### src/rtl/bss_serial_engine.sv
// Bit-serial transfer engine between HPS PIO words and the BSS serial bus.
// Toggle handshakes on ctl_in[0]/status_out[0]; all serial outputs are registered.
module bss_serial_engine #(
  parameter int N_OUT   = 9,
  parameter int N_IN    = 4,
  parameter int WORD_W  = 32,
  parameter int CLK_DIV = 25
) (
  input  logic                     clk,
  input  logic                     reset,
  input  logic [31:0]              ctl_in,
  output logic [31:0]              status_out,
  input  logic [N_OUT*WORD_W-1:0]  tx_words,
  output logic [N_IN*WORD_W-1:0]   rx_words,
  output logic                     ser_sclk,
  output logic                     ser_latch,
  output logic [N_OUT-1:0]         ser_dout,
  input  logic [N_IN-1:0]          ser_din
);
  localparam int LW = $clog2(WORD_W + 1);
  localparam int IW = $clog2(WORD_W);
  localparam int DW = (CLK_DIV > 1) ? $clog2(CLK_DIV) : 1;

  typedef enum logic [2:0] {
    S_IDLE, S_LOAD, S_SHIFT_LO, S_SHIFT_HI, S_LATCH, S_DONE
  } state_t;

  state_t r_state, w_state_nxt;

  logic                    r_go_seen, r_done_tgl, r_busy, r_overrun, r_msb;
  logic [7:0]              r_count;
  logic [LW-1:0]           r_len, r_bitcnt;
  logic [DW-1:0]           r_div;
  logic [WORD_W-1:0]       r_tx [N_OUT];
  logic [WORD_W-1:0]       r_rx [N_IN];
  logic                    r_sclk, r_latch;
  logic [N_OUT-1:0]        r_dout;
  logic [N_IN*WORD_W-1:0]  r_rx_words;

  logic [WORD_W-1:0]       w_tx_in [N_OUT];
  logic [7:0]              w_len_req;
  logic [LW-1:0]           w_len_eff;
  logic                    w_go_pending, w_div_end;
  logic [IW-1:0]           w_cur_idx, w_nxt_idx;
  logic                    w_unused_ok;

  assign w_len_req    = ctl_in[15:8];
  assign w_len_eff    = (w_len_req == 8'd0 || w_len_req > 8'(WORD_W)) ? LW'(WORD_W)
                                                                      : w_len_req[LW-1:0];
  assign w_go_pending = (ctl_in[0] != r_go_seen);
  assign w_div_end    = (r_div == DW'(CLK_DIV - 1));
  assign w_unused_ok  = ^{ctl_in[31:16], ctl_in[7:2]};

  // Bit position of the current/next bit, derived from the remaining-bit count.
  assign w_cur_idx = IW'(r_msb ? (r_bitcnt - 1'b1) : (r_len - r_bitcnt));
  assign w_nxt_idx = IW'(r_msb ? (r_bitcnt - LW'(2)) : (r_len - r_bitcnt + 1'b1));

  always_comb begin
    for (int k = 0; k < N_OUT; k++) begin
      w_tx_in[k] = tx_words[k*WORD_W +: WORD_W];
    end
  end

  always_ff @(posedge clk) begin
    if (reset) r_state <= S_IDLE;
    else       r_state <= w_state_nxt;
  end

  always_comb begin
    w_state_nxt = r_state;
    case (r_state)
      S_IDLE:     if (w_go_pending) w_state_nxt = S_LOAD;
      S_LOAD:     w_state_nxt = S_SHIFT_LO;
      S_SHIFT_LO: if (w_div_end) w_state_nxt = S_SHIFT_HI;
      S_SHIFT_HI: if (w_div_end) w_state_nxt = (r_bitcnt == LW'(1)) ? S_LATCH : S_SHIFT_LO;
      S_LATCH:    if (w_div_end) w_state_nxt = S_DONE;
      S_DONE:     w_state_nxt = S_IDLE;
      default:    w_state_nxt = S_IDLE;
    endcase
  end

  always_ff @(posedge clk) begin
    if (reset) begin
      r_go_seen  <= ctl_in[0];
      r_done_tgl <= ctl_in[0];
      r_busy     <= 1'b0;
      r_overrun  <= 1'b0;
      r_msb      <= 1'b0;
      r_count    <= 8'd0;
      r_len      <= '0;
      r_bitcnt   <= '0;
      r_div      <= '0;
      r_sclk     <= 1'b0;
      r_latch    <= 1'b0;
      r_dout     <= '0;
      r_rx_words <= '0;
      for (int k = 0; k < N_OUT; k++) r_tx[k] <= '0;
      for (int j = 0; j < N_IN; j++)  r_rx[j] <= '0;
    end else begin
      r_sclk  <= (w_state_nxt == S_SHIFT_HI);
      r_latch <= (w_state_nxt == S_LATCH);
      if (w_state_nxt != r_state) r_div <= '0;
      else if (r_state == S_SHIFT_LO || r_state == S_SHIFT_HI || r_state == S_LATCH)
        r_div <= r_div + 1'b1;

      case (r_state)
        S_IDLE: begin
          if (w_go_pending) begin
            r_go_seen <= ctl_in[0];
            r_busy    <= 1'b1;
            r_overrun <= 1'b0;
            r_msb     <= ctl_in[1];
            r_len     <= w_len_eff;
            r_bitcnt  <= w_len_eff;
          end
        end
        S_LOAD: begin
          for (int k = 0; k < N_OUT; k++) begin
            r_tx[k]   <= w_tx_in[k];
            r_dout[k] <= w_tx_in[k][w_cur_idx];
          end
          for (int j = 0; j < N_IN; j++) r_rx[j] <= '0;
        end
        S_SHIFT_LO: begin
          // This edge enters SHIFT_HI, so ser_din is captured here.
          if (w_div_end) begin
            for (int j = 0; j < N_IN; j++) r_rx[j][w_cur_idx] <= ser_din[j];
          end
        end
        S_SHIFT_HI: begin
          if (w_div_end) begin
            r_bitcnt <= r_bitcnt - 1'b1;
            if (r_bitcnt != LW'(1)) begin
              for (int k = 0; k < N_OUT; k++) r_dout[k] <= r_tx[k][w_nxt_idx];
            end
          end
        end
        S_DONE: begin
          for (int j = 0; j < N_IN; j++) r_rx_words[j*WORD_W +: WORD_W] <= r_rx[j];
          r_done_tgl <= r_go_seen;
          r_busy     <= 1'b0;
          r_count    <= r_count + 8'd1;
          r_dout     <= '0;
        end
        default: ;
      endcase

      // go_seen is left alone so the pending toggle starts a transfer once idle.
      if (r_state != S_IDLE && w_go_pending) r_overrun <= 1'b1;
    end
  end

  assign status_out = {16'h0, r_count, 5'h0, r_overrun, r_busy, r_done_tgl};
  assign rx_words   = r_rx_words;
  assign ser_sclk   = r_sclk;
  assign ser_latch  = r_latch;
  assign ser_dout   = r_dout;
endmodule
### config.mk
export PLATFORM = sky130hd
export DESIGN_NAME = bss_serial_engine
export DESIGN_NICKNAME = d
export VERILOG_FILES = /design/src/rtl/bss_serial_engine.sv
export SDC_FILE = /design/constraint.sdc
export NUM_CORES = 1
export LEC_CHECK = 0
export ABC_CLOCK_PERIOD_IN_PS = 27900
export BUFFER_PORTS_ARGS = -buffer_cell sky130_fd_sc_hd__buf_2
export CAP_MARGIN = 40
export CORE_UTILIZATION = 45
export CTS_BUF_LIST = sky130_fd_sc_hd__clkbuf_16
export CTS_CLUSTER_SIZE = 16
export DETAILED_ROUTE_END_ITERATION = 8
export GPL_TIMING_DRIVEN = 0
export PLACE_DENSITY_LB_ADDON = 0.08
export SLEW_MARGIN = 20
export SYNTH_ARGS = -nofsm -noshare
export SYNTH_HDL_FRONTEND = slang
export SYNTH_SLANG_ARGS = --single-unit
export TNS_END_PERCENT = 20
### constraint.sdc
create_clock -name clk -period 27.9 [get_ports clk]
set_clock_uncertainty 0.15 [all_clocks]
set_input_delay 2.79 -clock clk [delete_from_list [all_inputs] [get_ports clk]]
set_output_delay 2.79 -clock clk [all_outputs]
set_load 0.05 [all_outputs]
==> run metrics <==
top-count cell post-synth nand2_1; CP Launch Type input port; start point of the worst hold path r_overrun; Yosys top cell by area edfxtp_1; hpwl dp 92900 um; Post-synth top cells 738 x nand2_1, 386 x edfxtp_1, 370 x and3_1; clk sinks 587; Worst VDD drop 0.0466 mV; H-tree Lvls 3; dpl cells 4269; drt total wl 124000 um; Primary FF master, synth edfxtp_1; Clock Latency Late Sink 630 ps; Avg WL per Cell 28.3 um; share of the synthesized area in the top cell type 40.7%; CTS clk-pin slew, worst paths 60 ps; post-synthesis cell type count 84; root buffer cell clkbuf_16; initial antenna violation count 6; largest net degree at the start of global routing 54; footprint of the multi-input gates 11600 sq um; Post-synth ARST share 0%; vias per cell 6.07; Top-Level Pins 497; crit path from reset; Post-Syn Area 28500 sq um; syn_area_per_cell 9.72 sq um; total global routing overflow 0; RSZ-0062 raised after global routing false; # setup viols final 0; FF/Latch Area 15600 sq um; Initial DRT Pass Iterations 5; Core Region 62200 sq um; Fillers 5806; Final min period 5950 ps; Setup CP Type input port to flop; synth top area cells edfxtp_1 41%, dfxtp_1 14%, nand2_1 9.7%; setup ws final 21950 ps; Slew headroom 36.8%; Layout Cells excl Fill 4395; layout cells sized above 1 21.0%; Slew Limit Fails 0; CTS Buffer Depth 3; drt drc 0; Via Count 26700; leak pwr 14.7 nW; worst r2r src r_bitcnt[0]; first-pass GRT wire length 173000 um; Layout area overhead 20.7%; post-synthesis sequential area ratio 54.8%; worst-path fanout max 53; RePlAce Congestion 0.965; hold depth 2; Worst setup EP type flop; Num CTS Buffers 68; max_cap viols 0; Hold Crit Endpoint r_overrun; Critical Path AT 6090 ps; Post-CTS Hold Fix Bufs 0; PwrDens 77.8 nW/um^2; TritonCTS clock tree built; number of global-route vias before repair 24900; Placed Area 32300 sq um; post-route setup TNS 0 ps; Yosys Warn Count 0; fmax 168 MHz; Hold Crit Class flop to flop; Post-CTS Repair Setup Buffers 0; part of the cycle the worst path needs 21.3%; Gate Count Post-Synth 2933; Die Y-Extent 254 um; FP Rows 91; Post-synth EDFFs 386; post-synthesis register bit count 587; Post-Layout Inst Area 34400 sq um; First DRT Iteration DRCs 3688; Reg2Reg Depth 11; Routed Antenna Nets 0; Slew @ Worst Pin 948 ps; PortBufs 450; CP required 28040 ps; post-CTS sizing 0; RR Endpoint r_rx[1][7]; Final Net Count 3843; Post-Place Worst Slack 21380 ps; Hold Violations, Final 0; run status finished clean; Die Width 254 um; die area 64300 sq um; Initial Utilization 45.8%; Total GRT Usage 38.1%; FF-to-FF setup slack 22920 ps
==> final cells by class <==
| cell class | instances | area share, % |
|---|---|---|
| Sequential cell | 587 | 45.4 |
| Multi-Input combinational cell | 2057 | 33.6 |
| Buffer | 294 | 3.94 |
| Antenna cell | 4 | 0.0291 |
| Inverter | 15 | 0.164 |
| Timing Repair Buffer | 481 | 7.82 |
| Tap cell | 837 | 3.04 |
| Clock buffer | 70 | 5.09 |
| Clock inverter | 50 | 0.895 |
==> state kept, by name (all words and copies together) (netlist names), 3 cells and up <==
| signal | flops |
|---|---|
| r_tx | 288 |
| r_rx | 128 |
| rx_words | 128 |
| ser_dout | 9 |
| r_count | 8 |
| r_bitcnt | 6 |
| r_div | 5 |
| r_len | 5 |
| r_state | 3 |
==> per-stage QoR <==
stage | hold slack (ps) | total power, W | utilization (%)
floorplan | 275 | 0.00144 | -
global placement | 282 | 0.00179 | 51.3
detailed placement | 288 | 0.00181 | 52.0
finish | 297 | 0.00268 | 55.3
CTS | 296 | 0.00264 | 55.3
global route | 313 | 0.00272 | 55.3
==> layout by cell type (no fill, tap or decap), types with 49 or more instances in the layout <==
cell type and count:
nor2_1 113, a311oi_1 71, a31oi_1 49, a21oi_1 164
clkbuf_16 70, nand2_1 738, o21ai_0 81, nand3_1 123
and3_1 370, dfxtp_1 201, buf_2 514, clkbuf_1 182
edfxtp_1 386
==> power by group <==
| part | total [W] | internal, W | switching (W) |
|---|---|---|---|
| clock network | 0.000848 | 0.000468 | 0.000380 |
| registers | 0.00100 | 0.000981 | 0.0000189 |
| logic | 0.000829 | 0.000224 | 0.000605 |
==> worst max-delay path, cell delays in order <==
cell      delay, ps
buf_2           130
nor2_1          170
clkbuf_1        390
and2_1          350
nor2_1          250
inv_1           120
clkbuf_4        580
buf_16          330
buf_16          270
buf_16          310
buf_16          290
==> layer usage <==
layer	GRT usage [%]	up-vias	share of wire, %
met3	8.27	344	11
met1	48.3	12900	37
met2	61.4	1829	47
li1	-	11600	-
met4	18.9	0	5.3
met5	0	-	0
==> how the worst max path moves through the flow <==
stage                       end  slack, ps  depth (start not counted)
floorplan            r_tx[0][0]      15410                          6
global placement    r_tx[0][34]      11150                          7
detailed placement  r_tx[0][32]      21380                         11
CTS                 r_tx[0][11]      21980                         11
global route        r_tx[0][33]      21780                         11
finish               r_tx[0][7]      21950                         11
==> cell families (layout without fill, tap and decap cells) <==
logic type / Yosys count / count (layout) / share of synthesized area [%]
other cells: 1 / 25 / 0.0132
buf+inv: 309 / 910 / 4.93
fa+ha+maj: 14 / 14 / 0.632
simple gates: 1459 / 1459 / 24.2
xor+xnor: 28 / 28 / 0.979
mux: 46 / 46 / 3.16
flops: 587 / 587 / 54.8
compound gates: 489 / 489 / 11.2
Note: power is estimated with default switching activity, not from simulation.
